### config.mk
export PLATFORM = sky130hd
export DESIGN_NAME = game_sequencer_flat
export DESIGN_NICKNAME = d
export VERILOG_FILES = /design/src/rtl/game_sequencer_if.sv /design/src/rtl/game_sequencer.sv /design/src/flat_wrapper.sv
export SDC_FILE = /design/constraint.sdc
export NUM_CORES = 1
export LEC_CHECK = 0
export BUFFER_PORTS_ARGS = -buffer_cell sky130_fd_sc_hd__buf_2
export CORE_MARGIN = 2
export CORE_UTILIZATION = 34
export CTS_BUF_LIST = sky130_fd_sc_hd__clkbuf_4
export CTS_CLUSTER_DIAMETER = 80
export DETAILED_ROUTE_END_ITERATION = 8
export REMOVE_ABC_BUFFERS = 1
export SLEW_MARGIN = 40
export SYNTH_ARGS = -nofsm -noshare
export SYNTH_HDL_FRONTEND = slang
export SYNTH_SLANG_ARGS = --single-unit
### constraint.sdc
create_clock -name clk -period 2.2 [get_ports clk]
set_clock_uncertainty 0.05 [all_clocks]
set_input_delay 0.22 -clock clk [delete_from_list [all_inputs] [get_ports clk]]
set_output_delay 0.22 -clock clk [all_outputs]
set_load 0.1 [all_outputs]
### src/rtl/game_sequencer_if.sv
// Brick-hit probe handshake between the ball engine (master) and the game sequencer (slave).
interface game_sequencer_if;
    logic       hit_req;
    logic [3:0] hit_x;
    logic [3:0] hit_y;
    logic       hit_ack;
    logic       hit_brick;

    modport master (output hit_req, hit_x, hit_y, input  hit_ack, hit_brick);
    modport slave  (input  hit_req, hit_x, hit_y, output hit_ack, hit_brick);
endinterface

### src/rtl/game_sequencer.sv
// Brick-breaker game controller: phase FSM, ball-step tick, brick map, score and lives,
// plus one-cycle brick-hit arbitration for the ball engine.
module game_sequencer #(
    parameter int unsigned TICK_DIV   = 5_000_000,
    parameter int unsigned LIVES      = 3,
    parameter int unsigned BRICK_ROWS = 2
) (
    input  logic                      clk,
    input  logic                      rst_n,
    input  logic                      start_i,
    input  logic                      launch_btn_i,
    input  logic                      fall_down_i,
    game_sequencer_if.slave           hit,
    output logic                      step_o,
    output logic                      ball_rst_o,
    output logic                      launch_o,
    output logic [10*BRICK_ROWS-1:0]  brick_map_o,
    output logic [7:0]                score_o,
    output logic [2:0]                lives_o,
    output logic [2:0]                state_o,
    output logic                      game_win_o,
    output logic                      game_over_o
);
    localparam int unsigned NB         = 10 * BRICK_ROWS;
    localparam int unsigned BRICK_BASE = 10 - BRICK_ROWS;
    localparam int unsigned IW         = $clog2(NB);
    localparam int unsigned CW         = $clog2(TICK_DIV);
    localparam logic [3:0]  BASE_Y     = 4'(BRICK_BASE);
    localparam logic [2:0]  LIVES_INIT = 3'(LIVES);

    typedef enum logic [2:0] {
        S_IDLE  = 3'd0,
        S_SERVE = 3'd1,
        S_PLAY  = 3'd2,
        S_MISS  = 3'd3,
        S_WIN   = 3'd4,
        S_OVER  = 3'd5
    } state_e;

    state_e          state_q, state_d;
    logic [NB-1:0]   map_q, map_d;
    logic [7:0]      score_q, score_d;
    logic [2:0]      lives_q, lives_d;
    logic [CW-1:0]   cnt_q, cnt_d;
    logic            start_prev_q, launch_prev_q, fall_prev_q;
    logic            step_q, step_d, ball_rst_q, ball_rst_d, launch_q, launch_d;
    logic            ack_q, ack_d, brick_q, brick_d, win_q, over_q;
    logic            start_rise_s, launch_rise_s, fall_rise_s, in_range_s;
    logic [IW-1:0]   idx_s;

    assign start_rise_s  = start_i & ~start_prev_q;
    assign launch_rise_s = launch_btn_i & ~launch_prev_q;
    assign fall_rise_s   = fall_down_i & ~fall_prev_q;
    assign in_range_s    = (state_q == S_PLAY) && (hit.hit_x <= 4'd9) &&
                           (hit.hit_y >= BASE_Y) && (hit.hit_y <= 4'd9);
    assign idx_s         = IW'((32'(hit.hit_y) - BRICK_BASE) * 32'd10 + 32'(hit.hit_x));

    // Next-state logic: hit arbitration, phase transitions and the step tick.
    always_comb begin
        state_d    = state_q;
        map_d      = map_q;
        score_d    = score_q;
        lives_d    = lives_q;
        cnt_d      = '0;
        step_d     = 1'b0;
        ball_rst_d = 1'b0;
        launch_d   = 1'b0;
        ack_d      = hit.hit_req;
        brick_d    = 1'b0;

        if (hit.hit_req && in_range_s && map_q[idx_s]) begin
            brick_d      = 1'b1;
            map_d[idx_s] = 1'b0;
            score_d      = (score_q == 8'hFF) ? score_q : score_q + 8'd1;
        end else begin
            brick_d = 1'b0;
        end

        case (state_q)
            S_IDLE: begin
                map_d   = {NB{1'b1}};
                score_d = 8'd0;
                lives_d = LIVES_INIT;
                if (start_rise_s) begin
                    state_d    = S_SERVE;
                    ball_rst_d = 1'b1;
                end else begin
                    state_d = S_IDLE;
                end
            end
            S_SERVE: begin
                if (launch_rise_s) begin
                    state_d  = S_PLAY;
                    launch_d = 1'b1;
                end else begin
                    state_d = S_SERVE;
                end
            end
            S_PLAY: begin
                // Emptiness is judged on the map before this cycle's hit lands.
                if (map_q == '0) begin
                    state_d = S_WIN;
                end else if (fall_rise_s) begin
                    state_d = S_MISS;
                end else begin
                    state_d = S_PLAY;
                end
            end
            S_MISS: begin
                if (map_q == '0) begin
                    state_d = S_WIN;
                end else if (lives_q == 3'd1) begin
                    lives_d = 3'd0;
                    state_d = S_OVER;
                end else begin
                    lives_d    = lives_q - 3'd1;
                    state_d    = S_SERVE;
                    ball_rst_d = 1'b1;
                end
            end
            S_WIN, S_OVER: begin
                if (start_rise_s) begin
                    map_d      = {NB{1'b1}};
                    score_d    = 8'd0;
                    lives_d    = LIVES_INIT;
                    state_d    = S_SERVE;
                    ball_rst_d = 1'b1;
                end else begin
                    state_d = state_q;
                end
            end
            default: begin
                state_d = S_IDLE;
            end
        endcase

        // The tick only advances while play continues across this edge.
        if ((state_q == S_PLAY) && (state_d == S_PLAY)) begin
            if (cnt_q == CW'(TICK_DIV - 1)) begin
                cnt_d  = '0;
                step_d = 1'b1;
            end else begin
                cnt_d = cnt_q + CW'(1);
            end
        end else begin
            cnt_d = '0;
        end
    end

    // State, datapath and registered outputs.
    always_ff @(posedge clk or negedge rst_n) begin
        if (!rst_n) begin
            state_q       <= S_IDLE;
            map_q         <= {NB{1'b1}};
            score_q       <= 8'd0;
            lives_q       <= LIVES_INIT;
            cnt_q         <= '0;
            start_prev_q  <= 1'b0;
            launch_prev_q <= 1'b0;
            fall_prev_q   <= 1'b0;
            step_q        <= 1'b0;
            ball_rst_q    <= 1'b0;
            launch_q      <= 1'b0;
            ack_q         <= 1'b0;
            brick_q       <= 1'b0;
            win_q         <= 1'b0;
            over_q        <= 1'b0;
        end else begin
            state_q       <= state_d;
            map_q         <= map_d;
            score_q       <= score_d;
            lives_q       <= lives_d;
            cnt_q         <= cnt_d;
            start_prev_q  <= start_i;
            launch_prev_q <= launch_btn_i;
            fall_prev_q   <= fall_down_i;
            step_q        <= step_d;
            ball_rst_q    <= ball_rst_d;
            launch_q      <= launch_d;
            ack_q         <= ack_d;
            brick_q       <= brick_d;
            win_q         <= (state_d == S_WIN);
            over_q        <= (state_d == S_OVER);
        end
    end

    assign step_o        = step_q;
    assign ball_rst_o    = ball_rst_q;
    assign launch_o      = launch_q;
    assign brick_map_o   = map_q;
    assign score_o       = score_q;
    assign lives_o       = lives_q;
    assign state_o       = state_q;
    assign game_win_o    = win_q;
    assign game_over_o   = over_q;
    assign hit.hit_ack   = ack_q;
    assign hit.hit_brick = brick_q;
endmodule

### src/flat_wrapper.sv
// flat-port wrapper written by rule: the top's interface ports become plain ports
module game_sequencer_flat 
#(
    parameter int unsigned TICK_DIV   = 5_000_000,
    parameter int unsigned LIVES      = 3,
    parameter int unsigned BRICK_ROWS = 2
)
  (clk, rst_n, start_i, launch_btn_i, fall_down_i, step_o, ball_rst_o, launch_o, brick_map_o, score_o, lives_o, state_o, game_win_o, game_over_o, hit_hit_req, hit_hit_x, hit_hit_y, hit_hit_ack, hit_hit_brick);
  game_sequencer_if hit_i ();
  input  logic clk;
  input  logic rst_n;
  input  logic start_i;
  input  logic launch_btn_i;
  input  logic fall_down_i;
  output logic step_o;
  output logic ball_rst_o;
  output logic launch_o;
  output logic [10*BRICK_ROWS-1:0] brick_map_o;
  output logic [7:0] score_o;
  output logic [2:0] lives_o;
  output logic [2:0] state_o;
  output logic game_win_o;
  output logic game_over_o;
  input wire logic [$bits(hit_i.hit_req)-1:0] hit_hit_req;
  input wire logic [$bits(hit_i.hit_x)-1:0] hit_hit_x;
  input wire logic [$bits(hit_i.hit_y)-1:0] hit_hit_y;
  output wire logic [$bits(hit_i.hit_ack)-1:0] hit_hit_ack;
  output wire logic [$bits(hit_i.hit_brick)-1:0] hit_hit_brick;
  assign hit_i.hit_req = hit_hit_req;
  assign hit_i.hit_x = hit_hit_x;
  assign hit_i.hit_y = hit_hit_y;
  assign hit_hit_ack = hit_i.hit_ack;
  assign hit_hit_brick = hit_i.hit_brick;
  game_sequencer #(.TICK_DIV(TICK_DIV), .LIVES(LIVES), .BRICK_ROWS(BRICK_ROWS)) u_core (.clk(clk), .rst_n(rst_n), .start_i(start_i), .launch_btn_i(launch_btn_i), .fall_down_i(fall_down_i), .hit(hit_i), .step_o(step_o), .ball_rst_o(ball_rst_o), .launch_o(launch_o), .brick_map_o(brick_map_o), .score_o(score_o), .lives_o(lives_o), .state_o(state_o), .game_win_o(game_win_o), .game_over_o(game_over_o));
endmodule
==> results_dict.tcl, run 1 <==
set metrics [dict create \
    yosysWarnings 0 \
    synth_area_um2 3516 \
    synth_simple_gate_area_share_pct 24.38 \
    leakagePower_nw 1.986 \
    rsz0062_at_grt "true" \
    cpPeakStageDelay_ns 0.58 \
    ios 55 \
    htreeDepth 3 \
    cts.sinks 67 \
    cp.arrival_ns 2.46 \
    totalWireLength_um 8474 \
    peakVddDrop_mv 0.4008 \
    finalPower_w 0.003451 \
    yosys.cell_types.count 53 \
    synth_seq_area_share_pct 48.47 \
    final_core_util_pct 44.30 \
    synth_top_area_cell "dfrtp_1" \
    antennaDiodeCount 0 \
    dp_hpwl_um 6036 \
    crit_slowest_cell "dfstp_2" \
    portBuffers 54 \
    slew_headroom_pct 64.64 \
    yosys.area_share.adder_pct 3.416 \
    dp.cells 568 \
    fin_cells 590 \
    fp.dieArea_um2 11170 \
    start_util_pct 34.52 \
    max_freq_mhz 464.7 \
    drive_gt1_share_pct 34.58 \
    clkTransAtPathRegs_ns 0.12 \
    crit_path_end_kind "register" \
    power_per_cell_area_nw_per_um2 764.8 \
    antenna_found_initial 0 \
    slew_viol_final 0 \
    layout_min_cycle_time_ns 2.152 \
    die_h_um 105.7 \
    detail_route.wl_per_cell_um 14.36 \
    overflow 0 \
    clock_path_buffers 2 \
    drc_errors 0 \
    setup_viol 0 \
    synth.avg_cell_area_um2 10.22 \
    rows 37 \
    cts_buffers 9 \
    max_cap_violations 0 \
    core_um2 10180 \
    cp.required_ns 2.51 \
    syn_inst 344 \
    synth_edf_count 0 \
    finalHoldViolCount 0 \
    synth_compound_area_share_pct 9.359 \
    area_delta_synth_final_pct 28.33 \
    fin_ws_ns 0.04799 \
    fin_tns_setup_ns 0 \
    place.gp.congestion 0.8328 \
    grt_max_degree 68 \
    critical_path_class "register to register" \
    grtUsageTotal_pct 15.80 \
    root_buffer "clkbuf_4" \
    antenna_left 0 \
    final.period_utilization_pct 97.82 \
    worstPathCellList "mux4_2 -> nand3_2 -> and4_4 -> mux2_4 -> or4_1 -> a21oi_2" \
    yosys.area_share.xor_xnor_pct 6.690 \
    min_path_type "input pin to register" \
    nNetsFinal 472 \
    synth_top_family_by_area "simple AND/OR/NAND/NOR gates" \
    synth-main-ff-cell "dfrtp_1" \
    crit_fanout 4 \
    startpoint_type "register" \
    synthTopCellsByArea "dfrtp_1 32%, dfstp_2 16%, nand2_1 4.1%" \
    grt_pass1_wl_um 13900 \
    avgViaCountPerCell 4.941 \
    num_vias 2915 \
    status "complete, no violations" \
    synth_top_area_share_pct 32.03 \
    tightest_slew_ns 0.5295 \
    async_flop_share_pct 100.0 \
    clock_latency_ns 0.42 \
    die_w_um 105.7 \
    cp_top_family "simple AND/OR/NAND/NOR gates" \
    grt_pass1_vias 2869 \
    firstDrtPassIters 5 \
    synth_seq_cells 67 \
    yosys-top-cells-count "45 x dfrtp_1, 38 x nand2_1, 33 x nor2_1, 22 x dfstp_2, 20 x nand3_1" \
    place_ws_ns -0.4872 \
    drt_iter0_drc 133 \
    tritoncts "yes" \
    yosysMostFrequentCell "dfrtp_1" \
    cp_num_buf_inv 0 \
    synthMuxAreaShare_pct 4.626 \
]
## per-layer routing
| metal | track usage (%) | up-vias | routed length, um |
|---|---|---|---|
| met5 | 0 | - | 0 |
| met4 | 6.673 | 0 | 155 |
| met3 | 4.020 | 12 | 356 |
| met2 | 25.16 | 57 | 4002 |
| met1 | 20.43 | 1407 | 3958 |
| li1 | - | 1439 | - |
## layout by cell type, fill, tap and decap left out, types with 3 or more instances in the layout
master	n
buf_2	54
nor2_1	33
nand3_1	18
a21o_1	17
dlygate4sd3_1	5
buf_12	3
inv_1	12
nor4_1	8
ha_1	8
nand2b_1	7
dfrtp_1	45
and4_1	5
nor3b_1	3
a21oi_1	3
o21ai_0	8
xnor2_1	14
clkinv_2	3
nand2_1	38
or4_1	3
nor2b_1	7
and3_1	11
nand4_1	6
nor3_1	7
clkbuf_4	11
xor2_1	10
nor4_2	3
dfstp_2	22
buf_4	43
mux4_2	4
o21ai_1	3
## timing repair
action	4_1_cts	5_1_grt
hold endpoints to repair	49	0
endpoints found under the setup margin	2	14
pin swaps	0	4
resized for setup	2	14
hold buffers	5	0
setup buffers	0	1
## logic make-up after synthesis
family | after synthesis
DFF | 67
buffers and inverters | 23
and+or+nand+nor | 163
adders and majority gates | 9
xor gates and xnor gates | 26
muxes | 8
AOI/OAI and AO/OA | 48
## path summary, 6_finish.rpt
| kind | cells past startpoint | slack (ns) | end | startpoint |
|---|---|---|---|---|
| min reg2reg | 1 | 0.43 | u_core.cnt_q[0] | u_core.cnt_q[0] |
| max reg2reg | 6 | 0.05 | u_core.score_o[3] | u_core.brick_map_o[1] |
| min | 3 | 0.15 | u_core.brick_map_o[3] | hit_hit_x[0] |
| max in group asynchronous | 3 | 1.47 | u_core.brick_map_o[5] | rst_n |
| min in group asynchronous | 3 | 0.27 | u_core.score_o[3] | rst_n |
| max | 6 | 0.05 | u_core.score_o[3] | u_core.brick_map_o[1] |
## power breakdown
| group | switching (W) | leakage (nW) | internal, W |
|---|---|---|---|
| combinational | 0.000889 | 1.06 | 0.000404 |
| clock | 0.000451 | 0.0806 | 0.000369 |
| sequential | 0.0000403 | 0.846 | 0.00130 |
## cell type report
type	instances	area (um2)
flip-flops and latches	67	1704
multi-input cells	254	1753
well taps	136	170.2
inverters	12	45.04
repair buffers	105	703.2
clock buffers	11	82.58
clock inverters	5	53.80
fillers	999	5673
## worst min-delay path, cell delays in order
cell and delay, ns:
buf_2 0.17, nand3_1 0.09, a21o_1 0.12
## state kept, by name, indices dropped and copies added (netlist names), 3 cells and up
register	cells
u_core.brick_map_o	20
u_core.cnt_q	23
u_core.state_o	3
u_core.score_o	8
u_core.lives_o	3
## per-stage QoR
step / hold WS, ns / area [um2]
3_3_place_gp: 0.2149 / 4274
2_1_floorplan: -0.1256 / 3453
6_report: 0.1497 / 4512
3_5_place_dp: 0.2193 / 4274
4_1_cts: 0.1285 / 4464
5_1_grt: 0.1368 / 4512
Power figures use the tool's default switching activity.
==> run 2, diff against run 1 <==
CTS_BUF_LIST = sky130_fd_sc_hd__clkbuf_16   (was sky130_fd_sc_hd__clkbuf_4)
GPL_ROUTABILITY_DRIVEN = 1   (was unset)
MAX_ROUTING_LAYER = met4   (was unset)
==> run 2 against run 1 <==
Compared with the run above: cell area is 4.7% higher; critical path depth is 3 higher; via count increased by 0.45%; fmax hardly changed; global-route usage is 0.31 points higher; wire length grew 0.98%; core utilization up 2.1 points; die area unchanged.
==> results_dict.tcl, run 2 (synthesis gave the netlist of run 1 again) <==
set metrics [dict create \
    overflow 0 \
    num_vias 2928 \
    drive_gt1_share_pct 34.95 \
    dp_hpwl_um 6036 \
    setup_viol 0 \
    final_cell_mix "53 x buf_2, 45 x dfrtp_1, 44 x buf_4" \
    slew_viol_final 0 \
    antennaDiodeCount 0 \
    slew_headroom_pct 64.32 \
    die_w_um 105.7 \
    startpoint_type "input pin" \
    place.gp.congestion 0.8456 \
    core_um2 10180 \
    status "complete, no violations" \
    rsz0062_at_grt "true" \
    portBuffers 54 \
    largest_reg_flops 23 \
    tightest_slew_ns 0.5343 \
    critical_path_class "input pin to register" \
    ios 55 \
    drc_errors 0 \
    final.period_utilization_pct 97.89 \
    grt_pass1_wl_um 13840 \
    crit_fanout 4 \
    tritoncts "yes" \
    grt_max_degree 68 \
    fin_cells 591 \
    firstDrtPassIters 4 \
    totalWireLength_um 8557 \
    detail_route.wl_per_cell_um 14.48 \
    clock_latency_ns 0.33 \
    layout_min_cycle_time_ns 2.154 \
    final_common_cell "buf_2" \
    max_freq_mhz 464.3 \
    area_delta_synth_final_pct 34.31 \
    regMostFlops "u_core.cnt_q" \
    clkTransAtPathRegs_ns 0.06 \
    cts_buffers 9 \
    min_path_type "input pin to register" \
    dp.cells 568 \
    htreeDepth 3 \
    die_h_um 105.7 \
    antenna_left 0 \
    crit_path_end_kind "register" \
    fp.dieArea_um2 11170 \
    cp.arrival_ns 2.37 \
    fill_cells 973 \
    max_cap_violations 0 \
    fin_tns_setup_ns 0 \
    multi_input_area_um2 1803 \
    r2r_slack_ns 0.07 \
    rows 37 \
    start_util_pct 34.52 \
    grt_pass1_vias 2886 \
    finalHoldViolCount 0 \
    cts.sinks 67 \
    nNetsFinal 473 \
    grtUsageTotal_pct 16.11 \
    drt_iter0_drc 137 \
    antenna_found_initial 0 \
    leakagePower_nw 2.061 \
    power_per_cell_area_nw_per_um2 854.9 \
    peakVddDrop_mv 0.4582 \
    avgViaCountPerCell 4.954 \
    finalPower_w 0.004037 \
    clock_path_buffers 2 \
    cp.required_ns 2.41 \
    seqCellArea_um2 1704 \
    root_buffer "clkbuf_16" \
]
## run 2: cell count changes in the layout (fill, tap and decap cells not counted), moves of 2 or more
cell and delta:
ha_4 +3, clkbuf_16 +9, clkbuf_4 -10, ha_1 -3, inv_1 +2
## run 2: power breakdown
group          internal (W)  switching (W)  leakage (nW)  total (W)
Sequential          0.00130      0.0000404         0.846    0.00134
Combinational      0.000418       0.000898          1.06    0.00132
Clock              0.000864       0.000518         0.152    0.00138
## run 2: area by class of cell
| cell class | count | share of cell area (%) |
|---|---|---|
| Clock inverter | 7 | 1.298 |
| Inverter | 12 | 0.9539 |
| Timing Repair Buffer | 106 | 15.10 |
| Multi-Input combinational cell | 254 | 38.18 |
| Clock buffer | 9 | 4.769 |
| Tap cell | 136 | 3.604 |
| Sequential cell | 67 | 36.09 |
## run 2: through the flow
stage | hold WS, ns | setup slack, ns | instance area [um2] | util (%)
after detailed placement | 0.2193 | -0.4872 | 4274 | 41.97
after global placement | 0.2149 | -0.4258 | 4274 | 41.97
after global routing | 0.2756 | -0.01845 | 4722 | 46.36
after floorplan | -0.1256 | -0.9566 | 3453 | -
final | 0.2517 | 0.04641 | 4722 | 46.36
after CTS | 0.2411 | 0.003149 | 4666 | 45.81
## run 2: what timing repair did
item | 4_1_cts | 5_1_grt
resized for setup | 7 | 15
hold buffers | 5 | 0
hold endpoints to repair | 49 | 0
setup endpoints to repair | 21 | 19
setup buffers | 1 | 1
pin swaps | 3 | 7
## run 2: layer usage
| metal | vias to the layer above | share of wire, % | global-route usage, % | wire length, um |
|---|---|---|---|---|
| li1 | 1438 | - | - | - |
| met1 | 1406 | 46 | 20.33 | 3942 |
| met2 | 72 | 48 | 25.30 | 4102 |
| met3 | 12 | 4.4 | 4.205 | 373 |
| met4 | 0 | 1.6 | 5.357 | 139 |
| met5 | - | 0 | - | 0 |
## run 2: worst paths after layout
path,cells past startpoint,startpoint,endpoint
hold / removal,3,hit_hit_x[0],u_core.brick_map_o[3]
min in group asynchronous,3,rst_n,u_core.score_o[4]
max in group asynchronous,3,rst_n,u_core.brick_map_o[5]
hold reg to reg,1,u_core.cnt_q[0],u_core.cnt_q[0]
setup reg to reg,6,u_core.brick_map_o[1],u_core.score_o[3]
setup / recovery,9,hit_hit_y[0],u_core.score_o[3]
## run 2: worst max-delay path, cell delays in order
cell and delay, ns:
clkbuf_4 0.14, ha_4 0.17, fa_2 0.40, xnor2_4 0.21
nand3_2 0.10, and4_4 0.19, mux2_4 0.29, or4_1 0.49
a21oi_2 0.15
==> run 3, diff against run 2 <==
PLACE_DENSITY = 0.61   (was unset)
==> run 3 against run 2 <==
Compared with the run above: the run now ends with negative setup slack left; setup slack got worse by 0.056 ns; core utilization hardly changed; cell count grew 0.51%; sequential power hardly changed; cell area about the same; non-clock buffer count increased by 3; first-iteration DRC count decreased by 6.6%; critical endpoint is now u_core.score_o[7]; largest cell class unchanged.
==> results_dict.tcl, run 3 (synthesis gave the netlist of run 1 again) <==
set metrics [dict create \
    finalHoldViolCount 0 \
    root_buffer "clkbuf_16" \
    antennaDiodeCount 0 \
    leakagePower_nw 2.059 \
    slew_headroom_pct 63.98 \
    cts.sinks 67 \
    clock_latency_ns 0.33 \
    firstDrtPassIters 5 \
    core_um2 10180 \
    final_cell_mix "54 x buf_2, 47 x buf_4, 45 x dfrtp_1" \
    grt_max_degree 68 \
    largest_reg_flops 23 \
    grt_pass1_wl_um 14360 \
    max_cap_violations 0 \
    hold_end "u_core.brick_map_o[3]" \
    drc_errors 0 \
    status "finished, violations left" \
    ff2ff_path_depth 6 \
    hold_start "hit_hit_x[0]" \
    antenna_left 0 \
    setup_viol 1 \
    dp.cells 569 \
    place_ws_ns -0.5582 \
    totalWireLength_um 8604 \
    tightest_slew_ns 0.5393 \
    grt_pass1_vias 2981 \
    power_per_cell_area_nw_per_um2 826.9 \
    cts_buffers 9 \
    antenna_found_initial 0 \
    dp_hpwl_um 6017 \
    area_delta_synth_final_pct 34.38 \
    final_common_cell "buf_2" \
    min_path_type "input pin to register" \
    die_w_um 105.7 \
    final_core_util_pct 46.39 \
    ios 55 \
    r2r_slack_ns 0.04 \
    regMostFlops "u_core.cnt_q" \
    rsz0062_at_grt "true" \
    cp.arrival_ns 2.37 \
    place.gp.congestion 0.8432 \
    avgViaCountPerCell 5.029 \
    portBuffers 54 \
    grtUsageTotal_pct 16.58 \
    rows 37 \
    crit_path_end_kind "register" \
    critical_path_class "input pin to register" \
    htreeDepth 3 \
    num_vias 2987 \
    slew_viol_final 0 \
    clock_path_buffers 2 \
    startpoint_type "input pin" \
    tritoncts "yes" \
    drive_gt1_share_pct 34.50 \
    drt_iter0_drc 128 \
    overflow 0 \
    layout_min_cycle_time_ns 2.209 \
    die_h_um 105.7 \
    r2r-start "u_core.brick_map_o[2]" \
    r2r_end "u_core.score_o[7]" \
    hold_depth 3 \
    fin_ws_ns -0.009229 \
    detail_route.wl_per_cell_um 14.48 \
    crit_fanout 4 \
    start_util_pct 34.52 \
    hold_slack_ns 0.2352 \
    nNetsFinal 476 \
    fin_cells 594 \
    peakVddDrop_mv 0.3699 \
    clkTransAtPathRegs_ns 0.05 \
    cp.required_ns 2.36 \
    violations "negative setup slack" \
    final.period_utilization_pct 100.4 \
    max_freq_mhz 452.6 \
    fp.dieArea_um2 11170 \
]
[run 3: worst max-delay path, stage by stage]
cell and delay (ns):
buf_2 0.14, ha_4 0.17, fa_2 0.43, xor2_4 0.20
nand3_2 0.09, and4_4 0.20, mux2_4 0.28, or4_4 0.51
o211a_1 0.14
[run 3: power by group]
| part | internal [W] | leakage (nW) | switching [W] |
|---|---|---|---|
| clock | 0.000737 | 0.128 | 0.000497 |
| combinational | 0.000433 | 1.08 | 0.000901 |
| sequential | 0.00130 | 0.846 | 0.0000396 |
[run 3: stage by stage]
step / TNS [ns] / area (um2) / total power, W
CTS: -0.01430 / 4643 / 0.003894
global route: -0.4240 / 4725 / 0.004103
detailed placement: -11.86 / 4282 / 0.002610
finish: -0.009229 / 4725 / 0.003906
global placement: -8.680 / 4282 / 0.002596
floorplan: -23.71 / 3453 / 0.002161
[run 3: how the worst max path moves through the flow]
stage | from | to | slack (ns) | cells after the start
5_1_grt | hit_hit_y[0] | u_core.brick_map_o[3] | -0.06 | 11
3_3_place_gp | hit_hit_y[0] | u_core.brick_map_o[11] | -0.43 | 11
2_1_floorplan | u_core.state_o[2] | u_core.score_o[1] | -0.96 | 4
3_5_place_dp | hit_hit_y[0] | u_core.score_o[7] | -0.56 | 9
4_1_cts | hit_hit_y[0] | u_core.score_o[7] | -0.01 | 9
6_report | hit_hit_y[0] | u_core.score_o[7] | -0.009 | 9
[run 3: repair_timing]
action / 4_1_cts / 5_1_grt
pin swaps: 5 / 7
endpoints found under the setup margin: 23 / 23
endpoints found under the hold margin: 49 / 0
hold buffers: 5 / 0
setup buffers: 2 / 2
gates resized for setup: 7 / 15
[run 3: per-layer routing]
metal  global-route usage [%]  up-vias  wire [um]  share of wire, %
met5                        -        -          0                 0
met4                    7.613        0        156               1.8
met3                    4.515       15        406               4.7
met2                    24.93       67       4077                47
met1                    20.86     1460       3963                46
li1                         -     1445          -                 -
[run 3: cell type report]
type                    instances  area (um2)
fillers                       956        5460
flip-flops and latches         67        1704
well taps                     136       170.2
inverters                      12       45.04
clock inverters                 7       30.03
multi-input cells             254        1817
repair buffers                109       733.2
clock buffers                   9       225.2
